$ cat config.mk
export PLATFORM = sky130hd
export DESIGN_NAME = mem_port_arbiter
export DESIGN_NICKNAME = d
export VERILOG_FILES = /design/src/rtl/mem_arb_pkg.sv /design/src/rtl/mem_rsp_fifo.sv /design/src/rtl/mem_port_arbiter.sv
export SDC_FILE = /design/constraint.sdc
export NUM_CORES = 1
export LEC_CHECK = 0
export BUFFER_PORTS_ARGS = -buffer_cell sky130_fd_sc_hd__buf_2
export CELL_PAD_IN_SITES_DETAIL_PLACEMENT = 0
export CELL_PAD_IN_SITES_GLOBAL_PLACEMENT = 1
export CORE_MARGIN = 10
export CORE_UTILIZATION = 43
export CTS_BUF_LIST = sky130_fd_sc_hd__clkbuf_8 sky130_fd_sc_hd__clkbuf_16
export CTS_CLUSTER_DIAMETER = 40
export DETAILED_ROUTE_END_ITERATION = 7
export MAX_ROUTING_LAYER = met4
export PLACE_DENSITY_LB_ADDON = 0.1
export SLEW_MARGIN = 20
export SYNTH_ARGS = -nofsm -noshare
export SYNTH_HDL_FRONTEND = slang
export SYNTH_HIERARCHICAL = 1
export SYNTH_SLANG_ARGS = --single-unit
$ cat constraint.sdc
create_clock -name CLK -period 5.9 [get_ports CLK]
set_input_delay 0.59 -clock CLK [delete_from_list [all_inputs] [get_ports CLK]]
set_output_delay 0.59 -clock CLK [all_outputs]
set_load 0.01 [all_outputs]
$ cat src/rtl/mem_arb_pkg.sv
// Shared constants and helpers for the M20K port arbiter.
// The byte-to-bit mask expansion is used only when MEM_ARB_WMASK_EN is defined.
package mem_arb_pkg;

    localparam int unsigned RD_LATENCY = 1;
    localparam logic        CLI0       = 1'b0;
    localparam logic        CLI1       = 1'b1;
    localparam int unsigned MAX_DW     = 64;

    localparam logic [MAX_DW-1:0] WEM_ALL_ONES = '1;

    // Replicate each byte-enable bit across its eight data bits.
    function automatic logic [MAX_DW-1:0] be_to_mask(input logic [MAX_DW/8-1:0] be);
        logic [MAX_DW-1:0] m;
        m = '0;
        for (int i = 0; i < int'(MAX_DW / 8); i++) begin
            m[i*8 +: 8] = {8{be[i]}};
        end
        return m;
    endfunction

endpackage

$ cat src/rtl/mem_rsp_fifo.sv
// Per-client read response FIFO with occupancy count.
// Simultaneous push and pop leaves the count unchanged.
module mem_rsp_fifo #(
    parameter int unsigned DW    = 32,
    parameter int unsigned RSP_D = 2
) (
    input  logic                   clk,
    input  logic                   rst_n,
    input  logic                   push_i,
    input  logic [DW-1:0]          din_i,
    input  logic                   pop_i,
    output logic [DW-1:0]          dout_o,
    output logic [$clog2(RSP_D):0] cnt_o
);

    localparam int unsigned PW = $clog2(RSP_D);
    localparam int unsigned CW = PW + 1;

    logic [DW-1:0] mem_q [RSP_D];
    logic [PW-1:0] wr_q;
    logic [PW-1:0] rd_q;
    logic [CW-1:0] cnt_q;
    logic [CW-1:0] cnt_d;

    always_comb begin
        cnt_d = cnt_q;
        if (push_i && !pop_i) begin
            cnt_d = cnt_q + CW'(1);
        end else if (!push_i && pop_i) begin
            cnt_d = cnt_q - CW'(1);
        end
    end

    always_ff @(posedge clk or negedge rst_n) begin
        if (!rst_n) begin
            wr_q  <= '0;
            rd_q  <= '0;
            cnt_q <= '0;
        end else begin
            if (push_i) wr_q <= wr_q + PW'(1);
            if (pop_i)  rd_q <= rd_q + PW'(1);
            cnt_q <= cnt_d;
        end
    end

    // Data storage needs no reset; occupancy is tracked by the pointers.
    always_ff @(posedge clk) begin
        if (push_i) mem_q[wr_q] <= din_i;
    end

    assign dout_o = mem_q[rd_q];
    assign cnt_o  = cnt_q;

    a_no_overflow : assert property (@(posedge clk) disable iff (!rst_n)
        !(push_i && !pop_i && (cnt_q == CW'(RSP_D))));
    a_no_underflow : assert property (@(posedge clk) disable iff (!rst_n)
        !(pop_i && (cnt_q == '0)));

endmodule

$ cat src/rtl/mem_port_arbiter.sv
// Round-robin arbiter for two valid/ready clients onto one M20K port, with per-client read response buffers.
// Define MEM_ARB_WMASK_EN to add REQ_BE0/1 byte enables driving the macro bit write mask.
module mem_port_arbiter
    import mem_arb_pkg::*;
#(
    parameter int unsigned AW    = 9,
    parameter int unsigned DW    = 32,
    parameter int unsigned RSP_D = 2
) (
    input  logic            CLK,
    input  logic            RSTN,
    input  logic            REQ_VALID0,
    output logic            REQ_READY0,
    input  logic            REQ_WE0,
    input  logic [AW-1:0]   REQ_ADDR0,
    input  logic [DW-1:0]   REQ_DATA0,
`ifdef MEM_ARB_WMASK_EN
    input  logic [DW/8-1:0] REQ_BE0,
    input  logic [DW/8-1:0] REQ_BE1,
`endif
    input  logic            REQ_VALID1,
    output logic            REQ_READY1,
    input  logic            REQ_WE1,
    input  logic [AW-1:0]   REQ_ADDR1,
    input  logic [DW-1:0]   REQ_DATA1,
    output logic            RSP_VALID0,
    input  logic            RSP_READY0,
    output logic [DW-1:0]   RSP_DATA0,
    output logic            RSP_VALID1,
    input  logic            RSP_READY1,
    output logic [DW-1:0]   RSP_DATA1,
    output logic [AW-1:0]   A,
    output logic [DW-1:0]   D,
    output logic            CE,
    output logic            WE,
    output logic [DW-1:0]   WEM,
    input  logic [DW-1:0]   Q
);

    localparam int unsigned CW  = $clog2(RSP_D) + 1;
    localparam int unsigned CW1 = CW + RD_LATENCY;

    logic          inflight_q, inflight_d;
    logic          owner_q,    owner_d;
    logic          last_q,     last_d;

    logic [CW-1:0] cnt0_c, cnt1_c;
    logic [DW-1:0] head0_c, head1_c;
    logic          infl0_c, infl1_c;
    logic          elig0_c, elig1_c;
    logic          req0_c, req1_c;
    logic          gnt0_c, gnt1_c;
    logic          push0_c, push1_c;
    logic          pop0_c, pop1_c;

    // Read credits: buffered entries plus the one read whose data is still on its way.
    assign infl0_c = inflight_q && (owner_q == CLI0);
    assign infl1_c = inflight_q && (owner_q == CLI1);
    assign elig0_c = REQ_WE0 || ((CW1'(cnt0_c) + CW1'(infl0_c)) < CW1'(RSP_D));
    assign elig1_c = REQ_WE1 || ((CW1'(cnt1_c) + CW1'(infl1_c)) < CW1'(RSP_D));

    // Reset blocks grants so the macro sees CE=0 while RSTN is low.
    assign req0_c = RSTN && REQ_VALID0 && elig0_c;
    assign req1_c = RSTN && REQ_VALID1 && elig1_c;
    assign gnt0_c = req0_c && (!req1_c || (last_q == CLI1));
    assign gnt1_c = req1_c && !gnt0_c;

    assign REQ_READY0 = gnt0_c;
    assign REQ_READY1 = gnt1_c;

    always_comb begin
        last_d     = last_q;
        owner_d    = owner_q;
        inflight_d = 1'b0;
        if (gnt0_c) begin
            last_d     = CLI0;
            owner_d    = CLI0;
            inflight_d = !REQ_WE0;
        end else if (gnt1_c) begin
            last_d     = CLI1;
            owner_d    = CLI1;
            inflight_d = !REQ_WE1;
        end
    end

    always_ff @(posedge CLK or negedge RSTN) begin
        if (!RSTN) begin
            inflight_q <= 1'b0;
            owner_q    <= CLI0;
            last_q     <= CLI1;
        end else begin
            inflight_q <= inflight_d;
            owner_q    <= owner_d;
            last_q     <= last_d;
        end
    end

    always_comb begin
        A  = '0;
        D  = '0;
        WE = 1'b0;
        if (gnt0_c) begin
            A  = REQ_ADDR0;
            D  = REQ_DATA0;
            WE = REQ_WE0;
        end else if (gnt1_c) begin
            A  = REQ_ADDR1;
            D  = REQ_DATA1;
            WE = REQ_WE1;
        end
    end

    assign CE = gnt0_c || gnt1_c;

`ifdef MEM_ARB_WMASK_EN
    localparam int unsigned BW_MAX = MAX_DW / 8;

    always_comb begin
        WEM = DW'(WEM_ALL_ONES);
        if (gnt0_c && REQ_WE0) begin
            WEM = DW'(be_to_mask(BW_MAX'(REQ_BE0)));
        end else if (gnt1_c && REQ_WE1) begin
            WEM = DW'(be_to_mask(BW_MAX'(REQ_BE1)));
        end
    end
`else
    assign WEM = DW'(WEM_ALL_ONES);
`endif

    // Q bypasses an empty buffer; it is only stored when the client cannot take it now.
    assign push0_c = infl0_c && !((cnt0_c == '0) && RSP_READY0);
    assign push1_c = infl1_c && !((cnt1_c == '0) && RSP_READY1);
    assign pop0_c  = (cnt0_c != '0) && RSP_READY0;
    assign pop1_c  = (cnt1_c != '0) && RSP_READY1;

    assign RSP_VALID0 = (cnt0_c != '0) || infl0_c;
    assign RSP_VALID1 = (cnt1_c != '0) || infl1_c;
    assign RSP_DATA0  = (cnt0_c != '0) ? head0_c : Q;
    assign RSP_DATA1  = (cnt1_c != '0) ? head1_c : Q;

    mem_rsp_fifo #(.DW(DW), .RSP_D(RSP_D)) u_rsp_fifo0 (
        .clk    (CLK),
        .rst_n  (RSTN),
        .push_i (push0_c),
        .din_i  (Q),
        .pop_i  (pop0_c),
        .dout_o (head0_c),
        .cnt_o  (cnt0_c)
    );

    mem_rsp_fifo #(.DW(DW), .RSP_D(RSP_D)) u_rsp_fifo1 (
        .clk    (CLK),
        .rst_n  (RSTN),
        .push_i (push1_c),
        .din_i  (Q),
        .pop_i  (pop1_c),
        .dout_o (head1_c),
        .cnt_o  (cnt1_c)
    );

endmodule

Word level (Yosys, flattened, before mapping)
Memories as Yosys holds them, arrays and structs flattened.
Index checks and enable logic that the tools add are counted.
Storage, ports and cells
  register bits after elaboration: 11
  bits in writable memories: 128
  bits of input ports: 122
  output and inout bits: 143
  word-level logic and storage cells: 85
  memories kept: 2
Operators by class
  add/sub/neg operators: 10
  magnitude comparators: 2
  mux-type cells: 20
  bitwise gates (word level): 1
  reductions and logical operators: 41
Memories
  u_rsp_fifo0.mem_q: depth 2, bits a word 32, read ports 1, clocked after memory_dff 0, write ports 1, line mem_rsp_fifo.sv:19  | logic [DW-1:0] mem_q [RSP_D];
  u_rsp_fifo1.mem_q: depth 2, bits a word 32, read ports 1, clocked after memory_dff 0, write ports 1, line mem_rsp_fifo.sv:19
Operators by type and width (number)
  two-way mux 32 bit: 4
  logical AND 1 bit: 18
  two-way mux 9 bit: 2
  logical NOT 1 bit: 10
  two-way mux 1 bit: 10
  nonzero test 2 bit: 5
  two-way mux 2 bit: 4
  adder 2 x 1 -> 3 bit: 2
  logical OR 1 bit: 6
  < comparator 3 x 2 -> 1 bit (second input constant): 2
  adder 1 bit (second input constant): 4
  adder 2 x 1 -> 2 bit (second input constant): 2
  logical NOT 2 bit: 2
  subtractor 2 x 1 -> 2 bit (second input constant): 2
  inverter 1 bit: 1

Logic depth before layout (Yosys ltp)
  depth after elaboration: 12
  gate-level depth with buffers: 8
  depth with buffers taken out: 7

Cells and area by module
The synthesis kept the hierarchy.
By module, submodules not included
  mem_rsp_fifo: instances 2, cells each 114, area an instance 2638.8 um^2, sequential area each 2021.9 um^2
  mem_port_arbiter: instances 1, cells each 281, area an instance 2242.2 um^2, sequential area each 76.3 um^2

Worst setup path before layout
Ideal clock, no wire load.
  kind: flip-flop to flip-flop
  start point: register u_rsp_fifo0.cnt_q[1] (netlist: u_rsp_fifo0/cnt_o[1])
  end point: memory u_rsp_fifo0.mem_q[0][0] (enable)
  library setup time: 425 ps
  data arrival time: 2491 ps
  data required time: 5475 ps
  setup slack: 2984 ps
  stages on the path, launching flop included: 5
  buffers on the path: 1
  period minus slack after synthesis: 2916 ps
  cells stage by stage: dfrtp_1 nor2_2 buf_2 a21oi_1 nor2b_1
On the way
  word-level cells in the longest chain between the ends: 6
Ends and longest elaborated chain
  start, declared: line mem_rsp_fifo.sv:22  | logic [CW-1:0] cnt_q;
  start signal, assigned: line mem_rsp_fifo.sv:42  | cnt_q <= cnt_d;
  logical NOT 2 bit: line mem_port_arbiter.sv:131  | assign push0_c = infl0_c && !((cnt0_c == '0) && RSP_READY0);
  logical AND 1 bit: line mem_port_arbiter.sv:131
  logical NOT 1 bit: line mem_port_arbiter.sv:131
  logical AND 1 bit: line mem_port_arbiter.sv:131
  via push0_c: line mem_port_arbiter.sv:53  | logic push0_c, push1_c;
  two-way mux 1 bit: line mem_rsp_fifo.sv:48  | if (push_i) mem_q[wr_q] <= din_i;
  two-way mux 1 bit (implied by the code): line mem_rsp_fifo.sv:48
  end, declared: line mem_rsp_fifo.sv:19
The timed path passes the listed nets, and every way through them passes these cells.

Worst setup path in the final report
  start point: register u_rsp_fifo0.cnt_q[0] (netlist: u_rsp_fifo0/cnt_o[0])
  end point: output A[8]
On the way
  word-level cells in the longest chain between the ends: 9
Ends and longest elaborated chain
  adder 2 x 1 -> 3 bit (*): line mem_port_arbiter.sv:59  | assign elig0_c = REQ_WE0 || ((CW1'(cnt0_c) + CW1'(infl0_c)) < CW1'(RSP_D));
  < comparator 3 x 2 -> 1 bit (*): line mem_port_arbiter.sv:59
  logical OR 1 bit (*): line mem_port_arbiter.sv:59
  logical AND 1 bit (*): line mem_port_arbiter.sv:63  | assign req0_c = RSTN && REQ_VALID0 && elig0_c;
  logical AND 1 bit (*): line mem_port_arbiter.sv:65  | assign gnt0_c = req0_c && (!req1_c || (last_q == CLI1));
  logical NOT 1 bit: line mem_port_arbiter.sv:66  | assign gnt1_c = req1_c && !gnt0_c;
  logical AND 1 bit: line mem_port_arbiter.sv:66
  two-way mux 9 bit: line mem_port_arbiter.sv:106  | end else if (gnt1_c) begin
  two-way mux 9 bit (*): line mem_port_arbiter.sv:102  | if (gnt0_c) begin
  end, declared: line mem_port_arbiter.sv:32  | output logic [AW-1:0] A,
Mark *: on every way between the ends. The rest lies on a longest branch, timed or not.

==> impl_metrics.tcl <==
set metrics [dict create \
    hold_violations 0 \
    antenna_found_initial 2 \
    power_frac_seq_pct 33.0 \
    fmax_mhz 320.2 \
    synth_area_mm2 0.007520 \
    clk_latency_ns 0.41 \
    crit_type "reg2out" \
    mostFrequentLayoutCells "buf_2, edfxtp_1, nand2_1, mux2_2, mux2_4" \
    grt_overflow_total 0 \
    layout_commonest_cell "buf_2" \
    ant_nets 0 \
    synth_cell_types 38 \
    grt_max_degree 56 \
    dieHeight_um 152.2 \
    clkPwrFrac_pct 26.0 \
    p_leak_nw 3.855 \
    clk_pin_slew_ns 0.06 \
    syn_avg_cell_area_um2 14.77 \
    grt_usage_pct 16.57 \
    clockBufferDepth 2 \
    power.internal_mw 2.619 \
    worst_pin_slew_ns 0.9531 \
    setup_viol 0 \
    rows 48 \
    drt_iter0_drc 146 \
    startpoint_type "flop" \
    ir_drop_mv 0.2410 \
    crit_arrival_ns 2.53 \
    dieArea_mm2 0.02318 \
    hpwl_um 13600 \
    path_max_fanout 25 \
    cts_root_buf "clkbuf_16" \
    layout_setup_ws_ns 2.777 \
    p_sw_share_pct 33.23 \
    firstDrtPassIters 4 \
    initial_utilization_pct 43.63 \
    pre_cts_slack_ns 2.902 \
    cts_setup_buffers 0 \
    final.fill_count 1525 \
    cts_sinks 139 \
    ys_seq_area_share_pct 54.79 \
    powerDensity_mw_per_mm2 424.1 \
    post_cts_resized 0 \
    avgViaCountPerCell 4.908 \
    grt_pass1_wl_um 29630 \
    cts_made_buffers 17 \
    critPathCaptureType "primary output" \
    wl_um 19110 \
    die_x_um 152.2 \
    timing.final.crit_share_pct 52.93 \
    gp_congestion 0.8028 \
    finalNonFillerCells 976 \
    holdWs_ns 0.4216 \
    final_util_pct 53.65 \
    fin_skew_ns 0.006971 \
    yosysWarningCount 6 \
    core_mm2 0.01724 \
    nNetsFinal 860 \
    ys_ff_latch 139 \
    hold_class "in2reg" \
    cts.htree.levels 4 \
    required_ns 5.31 \
    min_period_ns 3.123 \
    cap_viol_max_count 0 \
    layout-drive-gt1-share_pct 60.61 \
    p_sw_mw 1.303 \
    route.vias.total 4790 \
    relSlewSlack_pct 36.46 \
    ios 265 \
    placed_cells 941 \
    grt_pass1_vias 5308 \
    netlist_instances 509 \
    wire_per_inst_um 19.58 \
    finalSetupTns_ns 0 \
    power_frac_comb_pct 41.0 \
    slew_viol_final 0 \
    hold_buffers 0 \
    rsz0062_at_grt "false" \
    cts_tree "yes" \
    syn_to_final_growth_pct 22.98 \
    portBuffers 232 \
    drc_errors 0 \
    status "completed" \
]
## metal layers
metal	routed length (µm)	vias to the layer above	GRT usage [%]
met5	0	-	-
met4	204	0	4.448
met3	1194	14	5.504
met2	9776	181	28.13
met1	7933	2318	18.30
li1	-	2277	-
## through the flow
| step | power [mW] | cell area [µm²] |
|---|---|---|
| finish | 3.922 | 9248 |
| floorplan | 2.523 | 7636 |
| global route | 4.138 | 9248 |
| global placement | 2.940 | 8642 |
| detailed placement | 2.951 | 8642 |
| CTS | 3.985 | 9215 |
## layout make-up
cell class                      count  area [µm²]  area share, %
Sequential cell                   139        4123          44.58
Multi-Input combinational cell    334        3005          32.50
Timing Repair Buffer              241        1249          13.50
Clock buffer                       17       425.4          4.600
Tap cell                          225       281.5          3.044
Clock inverter                     15       147.6          1.597
Inverter                            3       11.26         0.1218
Antenna cell                        2       5.005        0.05412
## final timing paths
path                       slack (ns)            startpoint  depth (start not counted)                       to
max in group asynchronous        4.66                  RSTN                          2                   last_q
min                              0.42                  Q[4]                          1  u_rsp_fifo1/mem_q[0][4]
min in group asynchronous        0.91                  RSTN                          2         u_rsp_fifo0/wr_q
max reg2reg                      3.32  u_rsp_fifo0/cnt_o[1]                          4  u_rsp_fifo0/mem_q[1][8]
min reg2reg                      0.51                last_q                          1                   last_q
max                              2.78  u_rsp_fifo0/cnt_o[0]                          6                     A[8]
## state kept, by name, summed over array words and instances, names as in the netlist
name / cells
u_rsp_fifo0/mem_q: 64
u_rsp_fifo1/rd_q: 1
u_rsp_fifo0/cnt_o: 2
u_rsp_fifo0/wr_q: 1
u_rsp_fifo1/mem_q: 64
u_rsp_fifo1/wr_q: 1
u_rsp_fifo1/cnt_o: 2
last_q: 1
owner_q: 1
inflight_q: 1
u_rsp_fifo0/rd_q: 1
## worst max-delay path, stage by stage, from the launching register on
cell and delay (ns):
dfrtp_1 0.46, and3b_1 0.25, o21bai_4 0.14, nand3_2 0.46
buf_4 0.46, o22ai_1 0.18, buf_2 0.17
## synthesized netlist by cell type
cell,instances,area share [%]
nand2b_4,1,0.18
xnor2_1,2,0.23
buf_2,9,0.60
conb_1,1,0.050
o22ai_2,39,6.5
and3b_1,1,0.12
nor2b_1,5,0.42
mux2_2,70,10
ha_1,2,0.33
dfstp_2,1,0.35
o21ai_1,1,0.066
a21oi_1,4,0.27
a32oi_1,1,0.12
o2bb2ai_1,1,0.12
nand2_1,86,4.3
buf_6,7,1.0
o2111ai_2,1,0.20
nand3_2,1,0.13
nor3_1,1,0.066
edfxtp_1,128,51
dfrtp_1,10,3.3
nand2b_1,4,0.33
nand3_1,1,0.066
mux2_4,58,12
xor2_1,8,0.93
clkbuf_1,8,0.40
o22ai_1,2,0.17
nor2_2,2,0.17
buf_4,34,3.4
o2bb2ai_2,1,0.20
inv_1,3,0.15
o21bai_4,1,0.25
buf_12,6,1.6
nor2_1,4,0.20
and2_1,2,0.17
o21ai_2,1,0.12
o32ai_1,1,0.12
a31oi_2,1,0.17
## power groups by stage
| stage | registers [mW] | clock network, mW | logic (mW) |
|---|---|---|---|
| 4_1_cts | 1.30 | 1.04 | 1.65 |
| 3_5_place_dp | 1.32 | 0 | 1.63 |
| 6_report | 1.30 | 1.02 | 1.61 |
| 5_1_grt | 1.31 | 1.09 | 1.74 |
| 2_1_floorplan | 1.25 | 0 | 1.27 |
| 3_3_place_gp | 1.31 | 0 | 1.63 |
## cell families after synthesis
group           share of synthesized area [%]
flops                                   54.79
mux                                     22.06
simple gates                            6.139
buf+inv                                 7.188
compound gates                          8.269
xor+xnor                                1.165
fa+ha+maj                              0.3327
other cells                           0.04987
(Power assumes the default switching activity.)
